### src/rtl/cpu16_isa_pkg.sv
// Shared cpu16 ISA definitions: opcodes, instruction classes, field widths,
// loader error codes and loader state encoding.
package cpu16_isa_pkg;

  localparam int OP_W    = 5;
  localparam int FIELD_W = 8;
  localparam int CC_W    = OP_W + 2 * FIELD_W;
  localparam int INSTR_W = 16;

  localparam logic [OP_W-1:0] OP_NOP    = 5'b00000;
  localparam logic [OP_W-1:0] OP_LD     = 5'b00001;
  localparam logic [OP_W-1:0] OP_ST     = 5'b00100;
  localparam logic [OP_W-1:0] OP_JUMP   = 5'b00101;
  localparam logic [OP_W-1:0] OP_LDI    = 5'b00110;
  localparam logic [OP_W-1:0] OP_ALU_LO = 5'b01000;
  localparam logic [OP_W-1:0] OP_ALU_HI = 5'b01110;
  localparam logic [OP_W-1:0] OP_ADD    = 5'b10000;
  localparam logic [OP_W-1:0] OP_OR     = 5'b10011;
  localparam logic [OP_W-1:0] OP_ADDI   = 5'b10100;
  localparam logic [OP_W-1:0] OP_SUBI   = 5'b10101;
  localparam logic [OP_W-1:0] OP_BRZ    = 5'b10110;
  localparam logic [OP_W-1:0] OP_CALL   = 5'b10111;

  localparam logic [1:0] ERR_NONE     = 2'b00;
  localparam logic [1:0] ERR_ILLEGAL  = 2'b01;
  localparam logic [1:0] ERR_OVERFLOW = 2'b10;
  localparam logic [1:0] ERR_RESERVED = 2'b11;

  typedef enum logic [1:0] {CLS_R, CLS_I, CLS_J, CLS_ILLEGAL} op_class_t;

  typedef enum logic [1:0] {ST_IDLE, ST_RUN, ST_DONE, ST_ERR} state_t;

  typedef struct packed {
    state_t    state;
    op_class_t last_cls;
  } loader_dbg_t;

  function automatic op_class_t op_class(input logic [OP_W-1:0] op);
    op_class_t c;
    c = CLS_ILLEGAL;
    case (op)
      OP_NOP, OP_LD, OP_ST:  c = CLS_R;
      OP_ADDI, OP_SUBI, OP_LDI: c = CLS_I;
      OP_BRZ, OP_CALL, OP_JUMP: c = CLS_J;
      default: begin
        if ((op >= OP_ALU_LO && op <= OP_ALU_HI) || (op >= OP_ADD && op <= OP_OR))
          c = CLS_R;
      end
    endcase
    return c;
  endfunction

endpackage

### src/rtl/cc_instr_loader_if.sv
// Control-code stream and instruction-memory write bus of cc_instr_loader.
// cc handshake: a beat transfers on a rising edge where cc_valid && cc_ready;
// the source holds cc_data/cc_last stable while cc_valid is high and unaccepted.
interface cc_instr_loader_if #(parameter int ADDR_W = 8);
  import cpu16_isa_pkg::*;

  logic               cc_valid;
  logic               cc_ready;
  logic [CC_W-1:0]    cc_data;
  logic               cc_last;
  logic               mem_we;
  logic [ADDR_W-1:0]  mem_addr;
  logic [INSTR_W-1:0] mem_wdata;

  modport master (
    output cc_valid, cc_data, cc_last,
    input  cc_ready, mem_we, mem_addr, mem_wdata
  );

  modport slave (
    input  cc_valid, cc_data, cc_last,
    output cc_ready, mem_we, mem_addr, mem_wdata
  );

endinterface

### src/rtl/cc_field_pack.sv
// Combinational packer: control code {op, A, B} -> 16-bit instruction word.
// CC_LOADER_STRICT_CHECK_EN enables the reserved-field-nonzero flag.
import cpu16_isa_pkg::*;

module cc_field_pack (
  input  logic [CC_W-1:0]    cc,
  output logic [INSTR_W-1:0] word,
  output op_class_t          cls,
  output logic               illegal,
  output logic               rsvd_nz
);

  logic [OP_W-1:0]    op;
  logic [FIELD_W-1:0] a;
  logic [FIELD_W-1:0] b;
  logic [FIELD_W-1:0] f;

  assign op      = cc[CC_W-1 -: OP_W];
  assign a       = cc[2*FIELD_W-1 -: FIELD_W];
  assign b       = cc[FIELD_W-1:0];
  assign cls     = op_class(op);
  assign illegal = (cls == CLS_ILLEGAL);

  always_comb begin
    f = '0;
    case (cls)
      CLS_R:   f = a;
      CLS_I:   f = {a[7:4], b[3:0]};
      CLS_J:   f = b;
      default: f = '0;
    endcase
  end

  assign word = {op, 3'b000, f};

`ifdef CC_LOADER_STRICT_CHECK_EN
  // Fields the class does not pack must be zero.
  always_comb begin
    rsvd_nz = 1'b0;
    case (cls)
      CLS_R:   rsvd_nz = |b;
      CLS_I:   rsvd_nz = |{a[3:0], b[7:4]};
      CLS_J:   rsvd_nz = |a;
      default: rsvd_nz = 1'b0;
    endcase
  end
`else
  assign rsvd_nz = 1'b0;
`endif

endmodule

### src/rtl/cc_instr_loader.sv
// Packs a stream of control codes into instruction words and writes them to
// instruction memory from a programmable start address (see CC_LOADER_STRICT_CHECK_EN).
import cpu16_isa_pkg::*;

module cc_instr_loader #(
  parameter int ADDR_W = 8,
  parameter int DEPTH  = 256
) (
  input  logic              clk,
  input  logic              rst,
  input  logic              start,
  input  logic [ADDR_W-1:0] start_addr,
  cc_instr_loader_if.slave  bus,
  output logic              busy,
  output logic              done,
  output logic              err,
  output logic [1:0]        err_code,
  output logic [ADDR_W:0]   word_count,
  output loader_dbg_t       dbg
);

  state_t             state_q, state_d;
  logic [ADDR_W-1:0]  ptr_q, ptr_d;
  logic [ADDR_W:0]    wc_q, wc_d;
  logic [1:0]         code_q, code_d;
  op_class_t          cls_q, cls_d;

  logic               we_q, we_d;
  logic [ADDR_W-1:0]  addr_q, addr_d;
  logic [INSTR_W-1:0] wdata_q, wdata_d;
  logic               ready_q, ready_d;
  logic               busy_q, busy_d;
  logic               done_q, done_d;
  logic               err_q, err_d;

  logic [INSTR_W-1:0] pk_word;
  op_class_t          pk_cls;
  logic               pk_illegal;
  logic               pk_rsvd_nz;

  logic accept;
  logic at_top;
  logic start_oor;

  cc_field_pack u_pack (
    .cc      (bus.cc_data),
    .word    (pk_word),
    .cls     (pk_cls),
    .illegal (pk_illegal),
    .rsvd_nz (pk_rsvd_nz)
  );

  assign accept    = bus.cc_valid && ready_q;
  assign at_top    = (ptr_q == ADDR_W'(DEPTH - 1));
  assign start_oor = ({1'b0, start_addr} >= (ADDR_W + 1)'(DEPTH));

  always_ff @(posedge clk) begin
    if (rst) begin
      state_q <= ST_IDLE;
      ptr_q   <= '0;
      wc_q    <= '0;
      code_q  <= ERR_NONE;
      cls_q   <= CLS_R;
      we_q    <= 1'b0;
      addr_q  <= '0;
      wdata_q <= '0;
      ready_q <= 1'b0;
      busy_q  <= 1'b0;
      done_q  <= 1'b0;
      err_q   <= 1'b0;
    end else begin
      state_q <= state_d;
      ptr_q   <= ptr_d;
      wc_q    <= wc_d;
      code_q  <= code_d;
      cls_q   <= cls_d;
      we_q    <= we_d;
      addr_q  <= addr_d;
      wdata_q <= wdata_d;
      ready_q <= ready_d;
      busy_q  <= busy_d;
      done_q  <= done_d;
      err_q   <= err_d;
    end
  end

  always_comb begin
    state_d = state_q;
    ptr_d   = ptr_q;
    wc_d    = wc_q;
    code_d  = code_q;
    cls_d   = cls_q;
    we_d    = 1'b0;
    addr_d  = addr_q;
    wdata_d = wdata_q;
    case (state_q)
      ST_RUN: begin
        if (accept) begin
          cls_d = pk_cls;
          if (pk_illegal) begin
            state_d = ST_ERR;
            code_d  = ERR_ILLEGAL;
          end else if (pk_rsvd_nz) begin
            state_d = ST_ERR;
            code_d  = ERR_RESERVED;
          end else begin
            we_d    = 1'b1;
            addr_d  = ptr_q;
            wdata_d = pk_word;
            wc_d    = wc_q + 1'b1;
            // Pointer parks at the top address rather than wrapping.
            ptr_d   = at_top ? ptr_q : ptr_q + 1'b1;
            if (bus.cc_last) begin
              state_d = ST_DONE;
            end else if (at_top) begin
              state_d = ST_ERR;
              code_d  = ERR_OVERFLOW;
            end
          end
        end
      end
      default: begin
        if (start) begin
          wc_d   = '0;
          code_d = ERR_NONE;
          if (start_oor) begin
            state_d = ST_ERR;
            code_d  = ERR_OVERFLOW;
          end else begin
            state_d = ST_RUN;
            ptr_d   = start_addr;
          end
        end
      end
    endcase
  end

  // Status flags are computed from the next state so they register in step with it.
  always_comb begin
    ready_d = (state_d == ST_RUN);
    busy_d  = (state_d == ST_RUN);
    done_d  = (state_d == ST_DONE);
    err_d   = (state_d == ST_ERR);
  end

  assign bus.cc_ready  = ready_q;
  assign bus.mem_we    = we_q;
  assign bus.mem_addr  = addr_q;
  assign bus.mem_wdata = wdata_q;
  assign busy          = busy_q;
  assign done          = done_q;
  assign err           = err_q;
  assign err_code      = code_q;
  assign word_count    = wc_q;
  assign dbg.state     = state_q;
  assign dbg.last_cls  = cls_q;

endmodule

### src/flat_wrapper.sv
// flat-port wrapper written by rule: the top's interface ports become plain ports
module cc_instr_loader_flat 
#(
  parameter int ADDR_W = 8,
  parameter int DEPTH  = 256
)
  (clk, rst, start, start_addr, busy, done, err, err_code, word_count, dbg, bus_cc_valid, bus_cc_data, bus_cc_last, bus_cc_ready, bus_mem_we, bus_mem_addr, bus_mem_wdata);
  cc_instr_loader_if #(.ADDR_W(ADDR_W)) bus_i ();
  input  logic clk;
  input  logic rst;
  input  logic start;
  input  logic [ADDR_W-1:0] start_addr;
  output logic busy;
  output logic done;
  output logic err;
  output logic [1:0] err_code;
  output logic [ADDR_W:0] word_count;
  output loader_dbg_t dbg;
  input wire logic [$bits(bus_i.cc_valid)-1:0] bus_cc_valid;
  input wire logic [$bits(bus_i.cc_data)-1:0] bus_cc_data;
  input wire logic [$bits(bus_i.cc_last)-1:0] bus_cc_last;
  output wire logic [$bits(bus_i.cc_ready)-1:0] bus_cc_ready;
  output wire logic [$bits(bus_i.mem_we)-1:0] bus_mem_we;
  output wire logic [$bits(bus_i.mem_addr)-1:0] bus_mem_addr;
  output wire logic [$bits(bus_i.mem_wdata)-1:0] bus_mem_wdata;
  assign bus_i.cc_valid = bus_cc_valid;
  assign bus_i.cc_data = bus_cc_data;
  assign bus_i.cc_last = bus_cc_last;
  assign bus_cc_ready = bus_i.cc_ready;
  assign bus_mem_we = bus_i.mem_we;
  assign bus_mem_addr = bus_i.mem_addr;
  assign bus_mem_wdata = bus_i.mem_wdata;
  cc_instr_loader #(.ADDR_W(ADDR_W), .DEPTH(DEPTH)) u_core (.clk(clk), .rst(rst), .start(start), .start_addr(start_addr), .bus(bus_i), .busy(busy), .done(done), .err(err), .err_code(err_code), .word_count(word_count), .dbg(dbg));
endmodule
### config.mk
export PLATFORM = sky130hd
export DESIGN_NAME = cc_instr_loader_flat
export DESIGN_NICKNAME = d
export VERILOG_FILES = /design/src/rtl/cpu16_isa_pkg.sv /design/src/rtl/cc_instr_loader_if.sv /design/src/rtl/cc_field_pack.sv /design/src/rtl/cc_instr_loader.sv /design/src/flat_wrapper.sv
export SDC_FILE = /design/constraint.sdc
export NUM_CORES = 1
export LEC_CHECK = 0
export CORE_UTILIZATION = 41
export CTS_BUF_LIST = sky130_fd_sc_hd__clkbuf_16
export DETAILED_ROUTE_END_ITERATION = 12
export PLACE_DENSITY = 0.8
export SKIP_LAST_GASP = 1
export SLEW_MARGIN = 20
export SYNTH_ARGS = -nofsm -noshare
export SYNTH_HDL_FRONTEND = slang
export SYNTH_SLANG_ARGS = --single-unit
export TNS_END_PERCENT = 20
### constraint.sdc
create_clock -name clk -period 1.6 [get_ports clk]
set_input_delay 0.4 -clock clk [delete_from_list [all_inputs] [get_ports clk]]
set_output_delay 0.4 -clock clk [all_outputs]
set_load 0.005 [all_outputs]
==> results.md <==
* Status: finished with violations
* Failing checks: setup timing
* Placed Cells at between 400 and 500
* Count of state elements after synthesis at 48
* Num CTS Buffers at 5
* CP Cell Sequence: clkdlybuf4s50_1
* Setup WS pre-CTS at -571 ps
* Final ANT Viol Nets at 0
* CP peak stage delay at between 500 and 600 ps
* Min Hold Slack at about 420 ps
* Crit-path max FO at 5
* Clock network fraction of design power at around 40%
* Clk buf depth at 2
* Routability cong. at roughly 0.83
* Min Tclk post-route at ~1600 ps
* Input/output buffers at 74
* Final Hold Vio Count at 0
* Core Rows at 27
* Synth Flop Type: dfxtp_1
* Synth async-reset ratio at 0%
* Vias per cell at 5.37
* Footprint of the multi-input gates at between 0.001 and 0.0015 mm²
* Die height at between 70 and 80 µm
* WL final at about 6.8 mm
* Max rail drop VDD at about 0.54 mV
* DRC viols at 0
* Die Wd at about 77 µm
* Routed via count at around 2,400
* Worst Path Buf+Inv at 1
* PD cells at 797 mW/mm²
* Total gr overflow at 0
* Initial Util at 42.4%
* Post-Syn Area at 0.00232 mm²
* Netlist cell types at 56
* Most frequent cells in the layout: clkdlybuf4s50_1, dfxtp_1, nand2_1
* Startpoint Class: flip-flop
* Design Area, Final at about 0.0036 mm²
* Net Sw Frac at between 20% and 30%
* Commonest non-fill, non-tap cell in the layout: clkdlybuf4s50_1
* Comb power frac at roughly 17%
* First-pass GRT wire length at about 11 mm
* CP Class: flip-flop to output pin
* Layout cells sized above 1 at between 20% and 30%
* Initial antenna violation count at 0
* Cells after synthesis at ~270
* CP arrival at 1220 ps
* Setup WS post-layout at -24.7 ps
* Max-Cap Viols at 0
* DRT Pass-1 Iters at 4
* Placed Area at ~0.0034 mm²
* Ys Warns at 0
* FF/Latch Area at just under 0.001 mm²
* Gr usage total at between 20% and 30%
* Clock skew at approximately 6.7 ps
* Hold_buf cts at 0
* Final Setup Violations at 3
* Clock latency on the worst-skew pair at between 200 and 300 ps
* Vias in the first global route at around 2,400
* Filler Cell Count at between 400 and 500
* Initial drt markers at 170
* Syn-to-layout area delta at 57.0%
* Clock slew at reported path FFs at 60 ps
* CTS Sinks at 48
* Sequential share of power at between 40 and 50%
* Final Max Slew Viols at 0
* I/O pins at 78
* Sequential-to-total area share from yosys stat at 41.4%
* Number of diodes at 0
* Syn_area_per_cell at between 8 and 9 µm²
* Worst EP required at between 1000 and 1500 ps
* Register-to-register setup slack at 20 ps
* Wirelength per Cell at approximately 15 µm
* Worst Setup End Kind: output pin
* Number of H-tree levels at 2
* Fmax at between 600 and 700 MHz
* Crit-path leading delay family: buffers and inverters
* Hold Path Class: input port to flip-flop
* Pin count of the biggest net entering global routing at 18
* Int Power at 2210 µW
* DIE AREA at slightly below 0.006 mm²
* RSZ-0062 raised after global routing: yes
* TritonCTS clock tree: done
* Post-synth EDFFs at 0
* Nets at between 400 and 500
* Leak pwr at roughly 0.0014 µW
* Placed wire-length estimate at between 4 and 5 mm
* Post-route insts no fill at between 400 and 500
* Core Util, Final at 66.6%
* Sw power at between 600 and 700 µW
* Final period utilization at 102%
* Slowest stage cell, crit path: clkdlybuf4s50_1
* CTS root buf: clkbuf_16
* Core area at 0.00547 mm²
==> power groups by stage <==
stage	Clock, µW	Combinational, µW	Sequential [µW]
3_3_place_gp	0	436	1280
2_1_floorplan	0	208	1280
4_1_cts	1190	473	1260
5_1_grt	1250	515	1260
6_report	1170	480	1250
3_5_place_dp	0	448	1280
==> cell families after synthesis <==
group / count (synthesis) / synth area share [%]
compound gates: 73 / 23.6
xor+xnor: 2 / 0.755
fa+ha+maj: 2 / 1.08
buf+inv: 22 / 5.12
flops: 48 / 41.4
mux: 10 / 4.31
other cells: 1 / 0.162
simple gates: 110 / 23.6
==> flip-flops by register name (all words and copies together), names as in the netlist <==
name and cells:
u_core.bus.mem_we 1, u_core.bus.mem_wdata 13, u_core.bus.mem_addr 8, u_core.state_q 2, u_core.err_code 2, u_core.err 1
u_core.bus.cc_ready 1, u_core.ptr_q 8, u_core.cls_q 2, u_core.done 1, u_core.word_count 9
==> what timing repair did <==
action,in CTS,in global routing
setup endpoints to repair,54,54
gates cloned,1,0
resized for setup,21,25
pin swaps,6,5
setup buffers,2,0
==> cell type report <==
type                       instances  share of cell area, %
sequential                        48                   26.7
timing repair buffer             117                   29.4
clock buffer                       5                   3.43
multi-input combinational        201                   36.5
inverter                           4                  0.412
tap                               72                   2.47
clock inverter                     3                   1.06
==> synth_stat cells, types with 6 or more instances <==
master,instances,area (µm²)
nor3_1,9,45.0
mux2i_1,10,100
a211oi_2,8,100
buf_4,6,45.0
dfxtp_1,48,961
or3_1,6,37.5
o21ai_0,6,30.0
a21oi_1,30,150
nand3_1,7,35.0
nor2_1,21,78.8
nand2_1,39,146
o21ai_1,6,30.0
==> final timing paths <==
kind | cells past startpoint | startpoint | endpoint
worst max register to register | 6 | u_core.ptr_q[1] | u_core.ptr_q[6]
worst min register to register | 2 | u_core.bus.mem_wdata[11] | u_core.bus.mem_wdata[11]
worst max-delay path | 1 | u_core.word_count[1] | word_count[1]
worst min-delay path | 3 | bus_cc_data[20] | u_core.bus.mem_wdata[15]
==> metrics by stage <==
step / power [µW] / TNS [ps]
4_1_cts: 2910 / -356
3_3_place_gp: 1720 / -18810
6_report: 2900 / -36.2
2_1_floorplan: 1490 / -188
5_1_grt: 3020 / -385
3_5_place_dp: 1730 / -20630
==> per-layer routing <==
layer | wire length (µm) | vias up | track usage, %
met3 | 370 | 16 | 4.52
met5 | 0 | - | 0
met1 | 2870 | 1129 | 28.4
met4 | 129 | 0 | 10.2
li1 | - | 1173 | -
met2 | 3450 | 98 | 41.3
No activity file was read; power rests on OpenSTA's default activity.
